<file path="config.mk">
export PLATFORM = sky130hd
export DESIGN_NAME = instruction_cycle_controller
export DESIGN_NICKNAME = d
export VERILOG_FILES = /design/src/rtl/instruction_cycle_controller.sv
export SDC_FILE = /design/constraint.sdc
export NUM_CORES = 1
export LEC_CHECK = 0
export ABC_AREA = 1
export CAP_MARGIN = 10
export CORE_ASPECT_RATIO = 1.4
export CORE_MARGIN = 1.5
export CORE_UTILIZATION = 30
export CTS_BUF_LIST = sky130_fd_sc_hd__clkbuf_8
export CTS_CLUSTER_SIZE = 8
export DETAILED_ROUTE_END_ITERATION = 12
export PLACE_DENSITY = 0.51
export REMOVE_ABC_BUFFERS = 1
export SLEW_MARGIN = 20
export SYNTH_ARGS = -nofsm -noshare
export SYNTH_HDL_FRONTEND = slang
export SYNTH_SLANG_ARGS = --single-unit
</file>
<file path="constraint.sdc">
create_clock -name clk -period 1.4 [get_ports clk]
set_input_delay 0.28 -clock clk [delete_from_list [all_inputs] [get_ports clk]]
set_output_delay 0.28 -clock clk [all_outputs]
set_load 0.01 [all_outputs]
</file>
<file path="src/rtl/instruction_cycle_controller.sv">
// Instruction cycle controller: sequences FETCH / DECODE / EXECUTE / MEM /
// WRITEBACK for a small load/store machine, with a memory-wait timeout that
// parks the controller in FAULT until reset.
module instruction_cycle_controller (
    input  logic        clk,
    input  logic        resetN,
    input  logic        start,
    input  logic [2:0]  id,
    input  logic        memReady,
    output logic        pcRead,
    output logic        irLoad,
    output logic        aluControl,
    output logic        registerWrite,
    output logic        memoryRead,
    output logic        writeMemory,
    output logic        isStore,
    output logic        pcIncrement,
    output logic        pcLoad,
    output logic        clockCounterEnabled,
    output logic        busy,
    output logic        instrDone,
    output logic        fault,
    output logic [15:0] cycleCount
);

    localparam logic [2:0] OP_ALU   = 3'b000;
    localparam logic [2:0] OP_LOAD  = 3'b010;
    localparam logic [2:0] OP_JUMP  = 3'b011;
    localparam logic [2:0] OP_STORE = 3'b100;

    typedef enum logic [2:0] {
        ST_IDLE      = 3'd0,
        ST_FETCH     = 3'd1,
        ST_DECODE    = 3'd2,
        ST_EXECUTE   = 3'd3,
        ST_MEM       = 3'd4,
        ST_WRITEBACK = 3'd5,
        ST_FAULT     = 3'd6
    } state_t;

    typedef struct packed {
        logic pc_read;
        logic ir_load;
        logic alu_control;
        logic register_write;
        logic memory_read;
        logic write_memory;
        logic is_store;
        logic pc_increment;
        logic pc_load;
        logic busy;
        logic instr_done;
        logic fault;
    } strobes_t;

    // Moore decode of the datapath strobes for a given state and latched opcode
    function automatic strobes_t decode_strobes(input state_t st, input logic [2:0] op_v);
        strobes_t s;
        s = strobes_t'(12'd0);
        case (st)
            ST_IDLE: begin
                s = strobes_t'(12'd0);
            end
            ST_FETCH: begin
                s.pc_read = 1'b1;
                s.ir_load = 1'b1;
                s.busy    = 1'b1;
            end
            ST_DECODE: begin
                s.busy = 1'b1;
            end
            ST_EXECUTE: begin
                s.busy = 1'b1;
                case (op_v)
                    OP_ALU: begin
                        s.alu_control    = 1'b1;
                        s.register_write = 1'b1;
                        s.pc_increment   = 1'b1;
                        s.instr_done     = 1'b1;
                    end
                    OP_LOAD, OP_STORE: begin
                        s.alu_control = 1'b1;
                    end
                    OP_JUMP: begin
                        s.pc_load    = 1'b1;
                        s.instr_done = 1'b1;
                    end
                    default: begin
                        s.pc_increment = 1'b1;
                        s.instr_done   = 1'b1;
                    end
                endcase
            end
            ST_MEM: begin
                s.busy = 1'b1;
                if (op_v == OP_LOAD) begin
                    s.memory_read = 1'b1;
                end else if (op_v == OP_STORE) begin
                    s.write_memory = 1'b1;
                    s.is_store     = 1'b1;
                end else begin
                    s.memory_read  = 1'b0;
                    s.write_memory = 1'b0;
                end
            end
            ST_WRITEBACK: begin
                s.busy           = 1'b1;
                s.register_write = 1'b1;
                s.pc_increment   = 1'b1;
                s.instr_done     = 1'b1;
            end
            ST_FAULT: begin
                s.fault = 1'b1;
            end
            default: begin
                s = strobes_t'(12'd0);
            end
        endcase
        return s;
    endfunction

    state_t      r_state;
    logic [2:0]  r_op;
    logic [3:0]  r_wait;
    logic [15:0] r_cycle_count;
    strobes_t    r_strobes;

    state_t      w_next_state;
    logic [2:0]  w_next_op;
    logic [3:0]  w_next_wait;
    logic [15:0] w_next_count;
    logic        w_instr_end;
    logic        w_counting;
    logic        w_store_done;

    // cycle counter runs in every active (busy) state
    assign w_counting = (r_state == ST_FETCH) || (r_state == ST_DECODE) ||
                        (r_state == ST_EXECUTE) || (r_state == ST_MEM) ||
                        (r_state == ST_WRITEBACK);

    // a store retires in its MEM cycle as soon as memory acknowledges
    assign w_store_done = (r_state == ST_MEM) && (r_op == OP_STORE) && memReady;

    // next-state, opcode latch, wait counter and cycle counter computation
    always_comb begin
        w_next_state = r_state;
        w_next_op    = r_op;
        w_next_wait  = r_wait;
        w_instr_end  = 1'b0;
        if (w_counting && (r_cycle_count != 16'hFFFF)) begin
            w_next_count = r_cycle_count + 16'd1;
        end else begin
            w_next_count = r_cycle_count;
        end
        case (r_state)
            ST_IDLE: begin
                if (start) begin
                    w_next_state = ST_FETCH;
                    w_next_count = 16'd0;
                end else begin
                    w_next_state = ST_IDLE;
                end
            end
            ST_FETCH: begin
                w_next_state = ST_DECODE;
            end
            ST_DECODE: begin
                w_next_state = ST_EXECUTE;
                w_next_op    = id;
            end
            ST_EXECUTE: begin
                if ((r_op == OP_LOAD) || (r_op == OP_STORE)) begin
                    w_next_state = ST_MEM;
                    w_next_wait  = 4'd0;
                end else begin
                    w_instr_end = 1'b1;
                end
            end
            ST_MEM: begin
                if (memReady) begin
                    if (r_op == OP_LOAD) begin
                        w_next_state = ST_WRITEBACK;
                    end else begin
                        w_instr_end = 1'b1;
                    end
                end else if (r_wait == 4'd15) begin
                    w_next_state = ST_FAULT;
                end else begin
                    w_next_wait = r_wait + 4'd1;
                end
            end
            ST_WRITEBACK: begin
                w_instr_end = 1'b1;
            end
            ST_FAULT: begin
                w_next_state = ST_FAULT;
            end
            default: begin
                w_next_state = ST_IDLE;
            end
        endcase
        // run enable is only consulted at instruction boundaries, so a
        // falling start never aborts an instruction in flight
        if (w_instr_end) begin
            w_next_state = start ? ST_FETCH : ST_IDLE;
        end else begin
            w_next_state = w_next_state;
        end
    end

    // state, opcode, counters and registered strobes; reset clears all at once
    always_ff @(posedge clk or negedge resetN) begin
        if (!resetN) begin
            r_state       <= ST_IDLE;
            r_op          <= 3'b000;
            r_wait        <= 4'd0;
            r_cycle_count <= 16'd0;
            r_strobes     <= strobes_t'(12'd0);
        end else begin
            r_state       <= w_next_state;
            r_op          <= w_next_op;
            r_wait        <= w_next_wait;
            r_cycle_count <= w_next_count;
            r_strobes     <= decode_strobes(w_next_state, w_next_op);
        end
    end

    assign pcRead              = r_strobes.pc_read;
    assign irLoad              = r_strobes.ir_load;
    assign aluControl          = r_strobes.alu_control;
    assign registerWrite       = r_strobes.register_write;
    assign memoryRead          = r_strobes.memory_read;
    assign writeMemory         = r_strobes.write_memory;
    assign isStore             = r_strobes.is_store;
    assign pcIncrement         = r_strobes.pc_increment | w_store_done;
    assign pcLoad              = r_strobes.pc_load;
    assign clockCounterEnabled = r_strobes.busy;
    assign busy                = r_strobes.busy;
    assign instrDone           = r_strobes.instr_done | w_store_done;
    assign fault               = r_strobes.fault;
    assign cycleCount          = r_cycle_count;

endmodule

</file>
Word level (Yosys, flattened, before mapping)
Index checks and enable logic that the tools add are counted.

word-level totals
  latch bits = 0
  register bits after elaboration = 38
  input port bits = 7
  memories kept = 0
  word-level logic and storage cells = 94
  output and inout port bits = 29
  memory bits (read-only) = 0
  memory bits (writable) = 0

operators by class
  bitwise operators = 2
  div/mod/pow operators = 0
  magnitude comparators = 0
  multipliers = 0
  add/sub/neg operators = 2
  shift-type cells = 0
  equality and inequality tests = 22
  muxes and demuxes = 36
  reduce and logical (&&, ||, !) cells = 16

operators by type and width
  operator                                             number
  2-to-1 mux 16 bit                                    3
  equality test 3 bit, second input constant           8
  equality test 3 x 2 -> 1 bit, second input constant  7
  2-to-1 mux 3 bit                                     7
  case mux 3 bit (7 select lines)                      1
  adder 16 x 1 -> 16 bit, second input constant        1
  != test 16 bit, second input constant                1
  2-to-1 mux 1 bit                                     15
  2-to-1 mux 4 bit                                     3
  case mux 4 bit (2 select lines)                      1
  equality test 3 x 1 -> 1 bit, second input constant  2
  zero test 3 bit                                      2
  case mux 1 bit (2 select lines)                      3
  OR reduction 3 bit                                   2
  logical OR 1 bit                                     5
  OR reduction 5 bit                                   1
  adder 4 x 1 -> 4 bit, second input constant          1
  equality test 4 bit, second input constant           1
  2-to-1 mux 2 bit                                     2
  != test 2 bit, second input constant                 2
  AND reduction 4 bit                                  1
  logical AND 1 bit                                    3
  case mux 1 bit (3 select lines)                      1
  != test 2 x 1 -> 1 bit, second input constant        1
  other kinds (3)                                      4

Depth between registers and ports, before layout
  depth after elaboration = 9
  depth in mapped cells = 10
  gate-level depth less buffers = 9

Worst setup path before layout
OpenSTA, ideal clock, no wires.

  path kind = reg-to-reg
  start = register r_cycle_count[0], in the netlist cycleCount[0]
  end = register r_cycle_count[9], in the netlist cycleCount[9]
  path buffers = 1
  stages on the path, launching flop included = 10
  clock period less this slack = 1628 ps
  setup time = 125 ps
  data required time = 1275 ps
  data arrival time = 1503 ps
  slack = -228 ps
  cell sequence = dfrtp_1 -> ha_1 -> inv_1 -> nor2_1 -> nand2_1 -> nor2_2 -> nor2_4 -> buf_6 -> o21ai_0 -> nor2_1

between the ends
  word-level cells in the longest chain between the ends = 5
  elaborated cells on any way between the ends = 6
  those cells by class = 1 x add/sub; 1 x eq/ne; 3 x mux; 1 x reduce/logical

RTL lines
  what                                                            RTL line  source
  start, declared                                                 125       logic [15:0] r_cycle_count;
  start signal, assigned                                          223       r_cycle_count <= w_next_count;
  branches (longest 2 deep; another with adder 16 x 1 -> 16 bit)  -
  2-to-1 mux 16 bit *                                             150       if (w_counting && (r_cycle_count != 16'hFFFF)) begin
  2-to-1 mux 16 bit                                               157       if (start) begin
  2-to-1 mux 16 bit *                                             155       case (r_state)
  net w_next_count[9]                                             131       logic [15:0] w_next_count;

Mark *: on every way through the listed nets, which the timed path passes.
A chain may end at the register's enable or synchronous reset.

Worst setup path in the final report
  start = register r_state[1]
  end = output port pcIncrement

between the ends
  word-level cells in the longest chain between the ends = 4

RTL lines
  what                            RTL line  source
  start, declared                 122       state_t r_state;
  start signal, assigned          220       r_state <= w_next_state;
  equality test 3 bit             142       assign w_store_done = (r_state == ST_MEM) && (r_op == OP_STORE) && memReady;
  logical AND 1 bit (2 in a row)  142
  bitwise OR 1 bit                235       assign pcIncrement = r_strobes.pc_increment | w_store_done;
  end, declared                   17        output logic pcIncrement,

Every way passes these cells.

==> reports/metrics.csv <==
stage,metric,value,unit
run_status,status,finished with violations,
run_status,violations,negative setup slack,
cells_and_area,most-common-layout-cells,"71 x buf_4, 44 x nand2_1, 35 x dfrtp_1, 23 x inv_1, 21 x nor2_1",
critical_path,cp.arrival,1.23,ns
synthesis,synth.top_cell.area_share,45.1,%
global_routing,grt_max_degree,23,
power,clkPwrFrac,9.1,%
power,intPower,4640,uW
power,p_leak,0.00180,uW
placed_design,place_area,2970,um^2
synthesis,synth_warnings,0,
power,p_per_area,2240,nW/um^2
placed_design,post-place-ws,-0.476,ns
power,pwr-share-seq,20.2,%
timing,rsz0062_at_grt,yes,
clocking,cts-root-buf,clkbuf_8,
synthesis,synth_top_flop_cell,dfrtp_1,
timing,setup_violations,26,
critical_path,timing.rr.end,r_state[0]$_DFF_PN0_,
power,switching_share,44.4,%
routing,drt_wl_total,6.30,mm
timing,fin_skew,0.0108,ns
placed_design,routabilityCongestion,0.795,
clocking,path_clk_slew,0.08,ns
clocking,tritoncts,yes,
critical_path,cp_num_cells,4,
clocking,cts_buffers,5,
synthesis,async_flop_share,100,%
routing,drc,0,
critical_path,ff2ff_path_depth,7,
clocking,clk_latency,0.29,ns
global_routing,grt_usage,17.8,%
routing,vias,2239,
cells_and_area,final_common_cell,buf_4,
die,num_rows,35,
synthesis,avgSynthCellArea,7.57,um^2
cells_and_area,postLayoutCoreUtil,57.3,%
synthesis,yosysUniqueCellTypes,31,
critical_path,crit_path_end,pcIncrement,
power,power,8350,uW
global_routing,grt_pass1_wl,10.0,mm
critical_path,worst_path_dominant_cell_family,flip-flops,
critical_path,slowest_delay,0.41,ns
synthesis,synth_area,2000,um^2
power,p_sw,3710,uW
global_routing,antenna_found_initial,0,
die,core,6530,um^2
routing,drt_iter0_drc,64,
critical_path,worstPathRequired,1.12,ns
die,die_w,72.0,um
clocking,cts_buffer_depth,2,
timing,finalCritPeriodShare,108,%
run,cap_violations,0,
critical_path,critPathLaunchType,flip-flop,
routing,drtAntennaViolNets,0,
timing,final.setup.worst_slack,-0.113,ns
cells_and_area,nets,401,
critical_path,crit_fanout,3,
die,initial_core_util,30.6,%
synthesis,yosysTopAreaCell,dfrtp_1,
critical_path,regToRegStartpoint,r_state[2]$_DFF_PN0_,
critical_path,rrSetupSlack,-0.08,ns
power,comb_power_share,70.7,%
critical_path,cp_slowest_cell,dfrtp_1,
synthesis,syn_inst,264,
synthesis,synth_edf_count,0,
cells_and_area,drive_above_1_share,53.2,%
placed_design,hpwl,4.22,mm
global_routing,grt-ovfl-total,0,
critical_path,crit_buf_inv,1,
timing,setup_tns,-1.15,ns
clocking,clock-sinks,36,
routing,drtPass1Iterations,4,
cells_and_area,synthToLayoutAreaGrowth,86.9,%
placed_design,port_buffers,35,
global_routing,grt_pass1_vias,2302,
die,io_pins,36,
timing,hold_viol_final,0,
die,fp.dieH,99.6,um
critical_path,crit_type,flip-flop to output pin,
die,die_area,7170,um^2
timing,slew_headroom,71.7,%
timing,tightest_slew,0.425,ns
hold_path,hold_path_class,primary input to async pin,
synthesis,synth_seq_area_share,45.1,%
synthesis,synthTopCellsByArea,"dfrtp_1 45%, nand2_1 13%, nor2_1 7.7%",
cells_and_area,diodes,0,
critical_path,cp-startpoint,r_state[1]$_DFF_PN0_,
timing,fmax,661,MHz
cells_and_area,final_area,3740,um^2
routing,viasPerCell,4.79,
power,ir_worst_vdd,1.29,mV
timing,maxSlewViolCount,0,
critical_path,end_kind,output pin,
critical_path,crit_chain,"nor2_4, nand3_2, o21bai_1, buf_2",
synthesis,ys_ff_latch,36,
routing,wl_per_cell,13.5,um
timing,post-route-min-period,1.51,ns
clocking,cts_max_level,2,
power groups by stage:
stage	Sequential [uW]	Combinational (uW)	Clock, uW
floorplan	1910	1750	0
global placement	1670	4300	0
detailed placement	1670	4360	0
CTS	1680	5520	790
global route	1730	6400	828
finish	1680	5910	763
worst min path at each step:
stage,startpoint,to
5_1_grt,resetN,cycleCount[6]$_DFF_PN0_
2_1_floorplan,resetN,aluControl$_DFF_PN0_
3_5_place_dp,resetN,cycleCount[6]$_DFF_PN0_
6_report,resetN,cycleCount[6]$_DFF_PN0_
4_1_cts,resetN,cycleCount[6]$_DFF_PN0_
3_3_place_gp,resetN,cycleCount[6]$_DFF_PN0_
timing repair:
| item | in CTS | in global routing |
|---|---|---|
| gates cloned | 1 | 0 |
| hold endpoints to repair | 14 | 0 |
| buffers inserted | 17 | 6 |
| pin swaps | 31 | 28 |
| endpoints found under the setup margin | 62 | 43 |
| gates resized for setup | 140 | 69 |
| hold buffers | 1 | 0 |
cells in the mapped netlist, drive strengths merged (2+ instances only):
cell	count
buf	4
xor2	4
inv	32
nand3	23
nor3	3
ha	2
dfrtp	36
nor2	47
o21bai	4
a21oi	12
nand2	69
nand4	3
o21ai	18
area by class of cell:
cell class	instances	area [um^2]
fill	593	2790
tap	74	92.6
timing repair buffer	125	1090
clock inverter	2	7.51
multi-input combinational	192	1440
inverter	32	130
sequential	36	902
clock buffer	6	82.6
kinds of logic after synthesis:
logic type	Yosys count	synth area share [%]
buffers and inverters	36	7.70
adders and majority gates	2	1.25
AOI/OAI and AO/OA	37	11.3
xor gates and xnor gates	5	2.19
DFF	36	45.1
and+or+nand+nor	148	32.5
metal layers:
layer  GRT usage, %  share of wire (%)  vias up
met5              0                  0        -
met4           7.11                2.8        0
met3           3.24                3.2       14
met2           35.4                 57       50
met1           17.5                 37     1074
li1               -                  -     1101
sequential cells by signal, indices dropped and copies added (netlist names):
register,cells
r_op,3
pcLoad,1
r_strobes,2
aluControl,1
registerWrite,1
r_wait,4
memoryRead,1
irLoad,1
fault,1
r_state,3
busy,1
isStore,1
cycleCount,16
worst reg2reg max path, delay by kind of cell, from the launching register on:
family | cells | cell delay, ns
buffers and inverters | 2 | 0.31
DFF | 1 | 0.44
and+or+nand+nor | 5 | 0.62
through the flow:
step / std cells / hold WS [ns]
after detailed placement: 439 / 0.234
after CTS: 465 / 0.458
after global placement: 439 / 0.234
final: 467 / 0.449
after floorplan: 260 / -0.0156
after global routing: 467 / 0.475
Note: power is estimated with default switching activity, not from simulation.
